<file path="config.mk">
export PLATFORM = sky130hd
export DESIGN_NAME = fft_twd_seq
export DESIGN_NICKNAME = d
export VERILOG_FILES = /design/src/rtl/fft_twd_seq.sv
export SDC_FILE = /design/constraint.sdc
export NUM_CORES = 1
export LEC_CHECK = 0
export CORE_MARGIN = 3
export CORE_UTILIZATION = 49
export DETAILED_ROUTE_END_ITERATION = 8
export MAX_ROUTING_LAYER = met4
export PLACE_DENSITY = 0.78
export SLEW_MARGIN = 5
export SYNTH_ARGS = -nofsm -noshare
export SYNTH_HDL_FRONTEND = slang
export SYNTH_SLANG_ARGS = --single-unit
</file>
<file path="constraint.sdc">
create_clock -name clk -period 2.6 [get_ports clk]
set_input_delay 0.39 -clock clk [delete_from_list [all_inputs] [get_ports clk]]
set_output_delay 0.39 -clock clk [all_outputs]
set_load 0.1 [all_outputs]
</file>
<file path="src/rtl/fft_twd_seq.sv">
// Stage-0 FFT twiddle sequencer: tracks the beat position within each frame and
// drives the twiddle select. It also frames the stream with delayed SOP/EOP/valid.
module fft_twd_seq #(
  parameter int FRAME_CLKS = 32,
  parameter int IDX_SHIFT  = 3,
  parameter int PIPE_LAT   = 2,
  localparam int CNT_W     = $clog2(FRAME_CLKS),
  localparam int IDX_W     = CNT_W - IDX_SHIFT
) (
  input  logic             clk,
  input  logic             rstn,
  input  logic             i_valid,
  input  logic             i_sop,
  output logic             o_twd_en,
  output logic [IDX_W-1:0] o_twd_idx,
  output logic [CNT_W-1:0] o_beat_cnt,
  output logic             o_sop,
  output logic             o_eop,
  output logic             o_valid,
  output logic             o_busy,
  output logic             o_err,
  output logic [15:0]      o_frame_cnt
);

  localparam int FL_W = (PIPE_LAT < 2) ? 1 : $clog2(PIPE_LAT);
  localparam logic [CNT_W-1:0] LAST_BEAT = CNT_W'(FRAME_CLKS - 1);

  typedef enum logic [1:0] {
    IDLE  = 2'd0,
    RUN   = 2'd1,
    FLUSH = 2'd2
  } state_t;

  state_t              state_q;
  logic [CNT_W-1:0]    cnt_q;
  logic [FL_W-1:0]     flush_q;
  logic [15:0]         frame_q;
  logic                err_q;
  logic [PIPE_LAT-1:0] vld_q;
  logic [PIPE_LAT-1:0] sop_q;
  logic [PIPE_LAT-1:0] eop_q;

  logic                in_frame_s;
  logic [CNT_W-1:0]    eff_cnt_s;
  logic                acc_s;
  logic                eop_s;
  logic                err_s;

  // Beat qualification. RUN with cnt==0 only occurs right after an EOP, where a
  // fresh SOP is required, so that case is not considered "inside a frame".
  always_comb begin
    in_frame_s = (state_q == RUN) && (cnt_q != {CNT_W{1'b0}});
    if (i_sop) begin
      eff_cnt_s = {CNT_W{1'b0}};
    end else begin
      eff_cnt_s = cnt_q;
    end
    acc_s = rstn && i_valid && (i_sop || in_frame_s);
    eop_s = acc_s && !i_sop && (cnt_q == LAST_BEAT);
    if (i_sop) begin
      err_s = i_valid && in_frame_s;
    end else begin
      err_s = i_valid && !in_frame_s;
    end
  end

  // Frame state machine, beat counter, flush timer and completed-frame counter.
  always_ff @(posedge clk or negedge rstn) begin
    if (!rstn) begin
      state_q <= IDLE;
      cnt_q   <= {CNT_W{1'b0}};
      flush_q <= {FL_W{1'b0}};
      frame_q <= 16'd0;
    end else if (acc_s) begin
      state_q <= RUN;
      flush_q <= {FL_W{1'b0}};
      if (eop_s) begin
        cnt_q   <= {CNT_W{1'b0}};
        frame_q <= frame_q + 16'd1;
      end else begin
        cnt_q   <= eff_cnt_s + CNT_W'(1);
      end
    end else begin
      case (state_q)
        RUN: begin
          if (cnt_q == {CNT_W{1'b0}}) begin
            if (i_valid) begin
              state_q <= IDLE;
            end else begin
              state_q <= FLUSH;
              flush_q <= FL_W'(PIPE_LAT - 1);
            end
          end
        end
        FLUSH: begin
          if (flush_q == {FL_W{1'b0}}) begin
            state_q <= IDLE;
          end else begin
            flush_q <= flush_q - FL_W'(1);
          end
        end
        IDLE: begin
          state_q <= IDLE;
        end
        default: begin
          state_q <= IDLE;
          cnt_q   <= {CNT_W{1'b0}};
          flush_q <= {FL_W{1'b0}};
        end
      endcase
    end
  end

  // Delay line aligning valid/SOP/EOP with the next stage, plus the error pulse.
  always_ff @(posedge clk or negedge rstn) begin
    if (!rstn) begin
      vld_q <= {PIPE_LAT{1'b0}};
      sop_q <= {PIPE_LAT{1'b0}};
      eop_q <= {PIPE_LAT{1'b0}};
      err_q <= 1'b0;
    end else begin
      vld_q[0] <= acc_s;
      sop_q[0] <= acc_s && i_sop;
      eop_q[0] <= eop_s;
      for (int i = 1; i < PIPE_LAT; i++) begin
        vld_q[i] <= vld_q[i-1];
        sop_q[i] <= sop_q[i-1];
        eop_q[i] <= eop_q[i-1];
      end
      err_q <= err_s;
    end
  end

  assign o_twd_en    = acc_s;
  assign o_twd_idx   = eff_cnt_s[CNT_W-1:IDX_SHIFT];
  assign o_beat_cnt  = acc_s ? eff_cnt_s : {CNT_W{1'b0}};
  assign o_busy      = (state_q != IDLE);
  assign o_err       = err_q;
  assign o_valid     = vld_q[PIPE_LAT-1];
  assign o_sop       = sop_q[PIPE_LAT-1];
  assign o_eop       = eop_q[PIPE_LAT-1];
  assign o_frame_cnt = frame_q;

endmodule
</file>
==> impl_metrics.py <==
metrics = {
    "critical_path": {
        "arrival_ns": 2.32,
        "cp.required_ns": 2.21,
        "startpoint_type": "flip-flop",
        "rr_worst_depth": 18,
        "end_kind": "output pin",
        "worstSetupPathType": "reg -> out",
        "crit_fanout": 7,
    },
    "detailed_routing": {
        "ant_nets": 0,
        "drt_iter0_drc": 50,
        "wire_per_inst_um": 16.2,
        "drt_first_pass_iters": 4,
        "wl_met2_um": 1780,
        "met3_length_um": 219,
        "wl_um": 3620,
        "top_layer_used": "met4",
        "drc": 0,
        "vias": 1250,
        "routed_via_density": 5.58,
        "wl_met1_um": 1540,
    },
    "synthesis": {
        "netlist_area_um2": 1450,
        "synth-seq-cells": 31,
        "yosysSeqAreaShare_pct": 53.5,
        "synth_edf_count": 0,
        "synth_fp_nets": 137,
        "synthCells": 130,
        "async_reset_ff_share_pct": 100,
        "synth_warnings": 0,
        "synth-main-ff-cell": "dfrtp_1",
        "synth_cell_type_count": 30,
        "avgSynthCellArea_um2": 11.1,
    },
    "clocking": {
        "holdBufCountCts": 0,
        "path_clk_slew_ns": 0.10,
        "clkSinkCount": 31,
        "cts_buffers": 5,
        "ctsHtreeMaxLevel": 2,
        "clock_latency_ns": 0.34,
        "cts_tree": "yes",
        "ctsLongestPathBuffers": 2,
        "clockRootBuffer": "clkbuf_4",
    },
    "timing": {
        "hold_viol": 0,
        "rsz0062_at_grt": "true",
        "max_freq_ghz": 0.368,
        "worst-slew-pin-transition_ns": 0.457,
        "post-route-min-period_ns": 2.71,
        "fin_ws_ns": -0.114,
        "setup-violations-final": 6,
        "finClkSkew_ns": 0.0124,
        "fin_crit_sh_pct": 104,
        "maxSlewHeadroom_pct": 69.3,
        "drv_slew": 0,
    },
    "floorplanning": {
        "core_um2": 2780,
        "die_height_um": 60.4,
        "dieWidth_um": 60.4,
        "start_util_pct": 52.1,
        "ios": 33,
        "num_rows": 19,
        "dieArea_um2": 3650,
    },
    "worst_hold_path": {
        "min_path_cells": 0,
        "hp-class": "reg -> reg",
    },
    "layout": {
        "final_util_pct": 76.5,
        "final_net_count": 199,
        "final_cell_mix": "buf_4, dfrtp_1, xnor2_1",
        "final_area_um2": 2130,
        "final_common_cell": "buf_4",
        "n_antenna_cell": 0,
        "syn2layout_area_growth_pct": 46.8,
        "drive_above_1_share_pct": 39.9,
    },
    "grt": {
        "grt_pass1_wl_um": 5500,
        "grt_pass1_vias": 1151,
        "grt_max_degree": 33,
        "grt_use_total_pct": 22.1,
        "antenna_found_initial": 0,
        "grt_overflow": 0,
    },
    "power_and_ir_drop": {
        "p_leak_nw": 1.03,
        "power_mw": 1.53,
        "peakVddDrop_uv": 774,
        "p_per_area_nw_per_um2": 719,
    },
    "outcome": {
        "violations": "negative setup slack",
        "status": "complete, but fails checks",
    },
    "placement": {
        "dpl-instance-area_um2": 1900,
        "dp_hpwl_um": 2190,
        "port_buffers": 32,
        "routabilityCongestion": 0.909,
    },
    "flow_run": {
        "drv_cap": 0,
    },
}
==> metrics by stage <==
step / TNS, ns / std cells / setup WS, ns / hold slack [ns]
2_1_floorplan: -1.88 / 130 / -0.328 / 0.0944
3_3_place_gp: 0 / 197 / 0.167 / 0.334
3_5_place_dp: 0 / 197 / 0.111 / 0.335
4_1_cts: -0.0550 / 223 / -0.0326 / 0.357
5_1_grt: -0.991 / 224 / -0.194 / 0.373
6_report: -0.481 / 224 / -0.114 / 0.356
==> critical path, stage by stage, from the launching register on <==
cell and delay [ns]:
dfrtp_1 0.39, or4_4 0.58, o21ai_4 0.17, ha_1 0.17, nand3b_4 0.15, clkinvlp_4 0.15
and3_4 0.21, buf_12 0.16
==> final cells by class <==
cell class	instances	area (µm²)
fill	174	654
timing repair buffer	58	562
multi-input combinational	91	678
inverter	5	22.5
tap	31	38.8
sequential	31	776
clock buffer	7	45.0
clock inverter	1	5.00
==> power by group <==
part	internal [mW]	switching [mW]
sequential	0.526	0.0350
clock	0.105	0.168
combinational	0.325	0.370
==> kinds of logic after synthesis <==
kind of cell	Yosys count	share of synthesized area [%]
and+or+nand+nor	59	25.4
AOI/OAI and AO/OA	12	5.09
DFF	31	53.5
xor gates and xnor gates	16	9.67
buffers and inverters	8	2.94
adders and majority gates	3	2.59
muxes	1	0.777
==> registers in the layout (all words and copies together) (netlist names) <==
| signal | count |
|---|---|
| eop_q | 2 |
| o_frame_cnt | 16 |
| vld_q | 2 |
| sop_q | 2 |
| o_err | 1 |
| state_q | 2 |
| flush_q | 1 |
| cnt_q | 5 |
==> cell usage after synthesis (2+ instances only) <==
library cell	instances	area, µm²
ha_1	3	37.5
nor3_1	5	25.0
xnor2_1	14	123
nand2_1	13	48.8
a21oi_1	3	15.0
dfrtp_1	31	776
nand4_1	5	31.3
a32o_1	2	20.0
nand3_1	11	55.1
nor2_1	5	18.8
o21ai_0	6	30.0
xor2_1	2	17.5
inv_1	5	18.8
and3_1	5	31.3
nor2b_1	5	31.3
==> final timing paths <==
| check | start | end | slack, ns |
|---|---|---|---|
| max reg2reg | cnt_q[1]$_DFFE_PN0P_ | state_q[0]$_DFFE_PN0P_ | -0.06 |
| max in group asynchronous | rstn | o_frame_cnt[5]$_DFFE_PN0P_ | 1.75 |
| min | sop_q[0]$_DFF_PN0_ | sop_q[1]$_DFF_PN0_ | 0.36 |
| min in group asynchronous | rstn | state_q[1]$_DFFE_PN0P_ | 0.56 |
| max | cnt_q[1]$_DFFE_PN0P_ | o_beat_cnt[3] | -0.11 |
| min reg2reg | sop_q[0]$_DFF_PN0_ | sop_q[1]$_DFF_PN0_ | 0.36 |
==> what timing repair did <==
| item | in CTS | in global routing |
|---|---|---|
| gates cloned | 0 | 0 |
| endpoints found under the setup margin | 4 | 7 |
| buffers inserted | 18 | 5 |
| gates resized for setup | 0 | 8 |
==> metal layers <==
| metal | vias up | track usage, % |
|---|---|---|
| li1 | 583 | - |
| met5 | - | - |
| met3 | 8 | 7.23 |
| met1 | 614 | 26.4 |
| met4 | 0 | 9.81 |
| met2 | 45 | 33.8 |
Power figures use the tool's default switching activity.
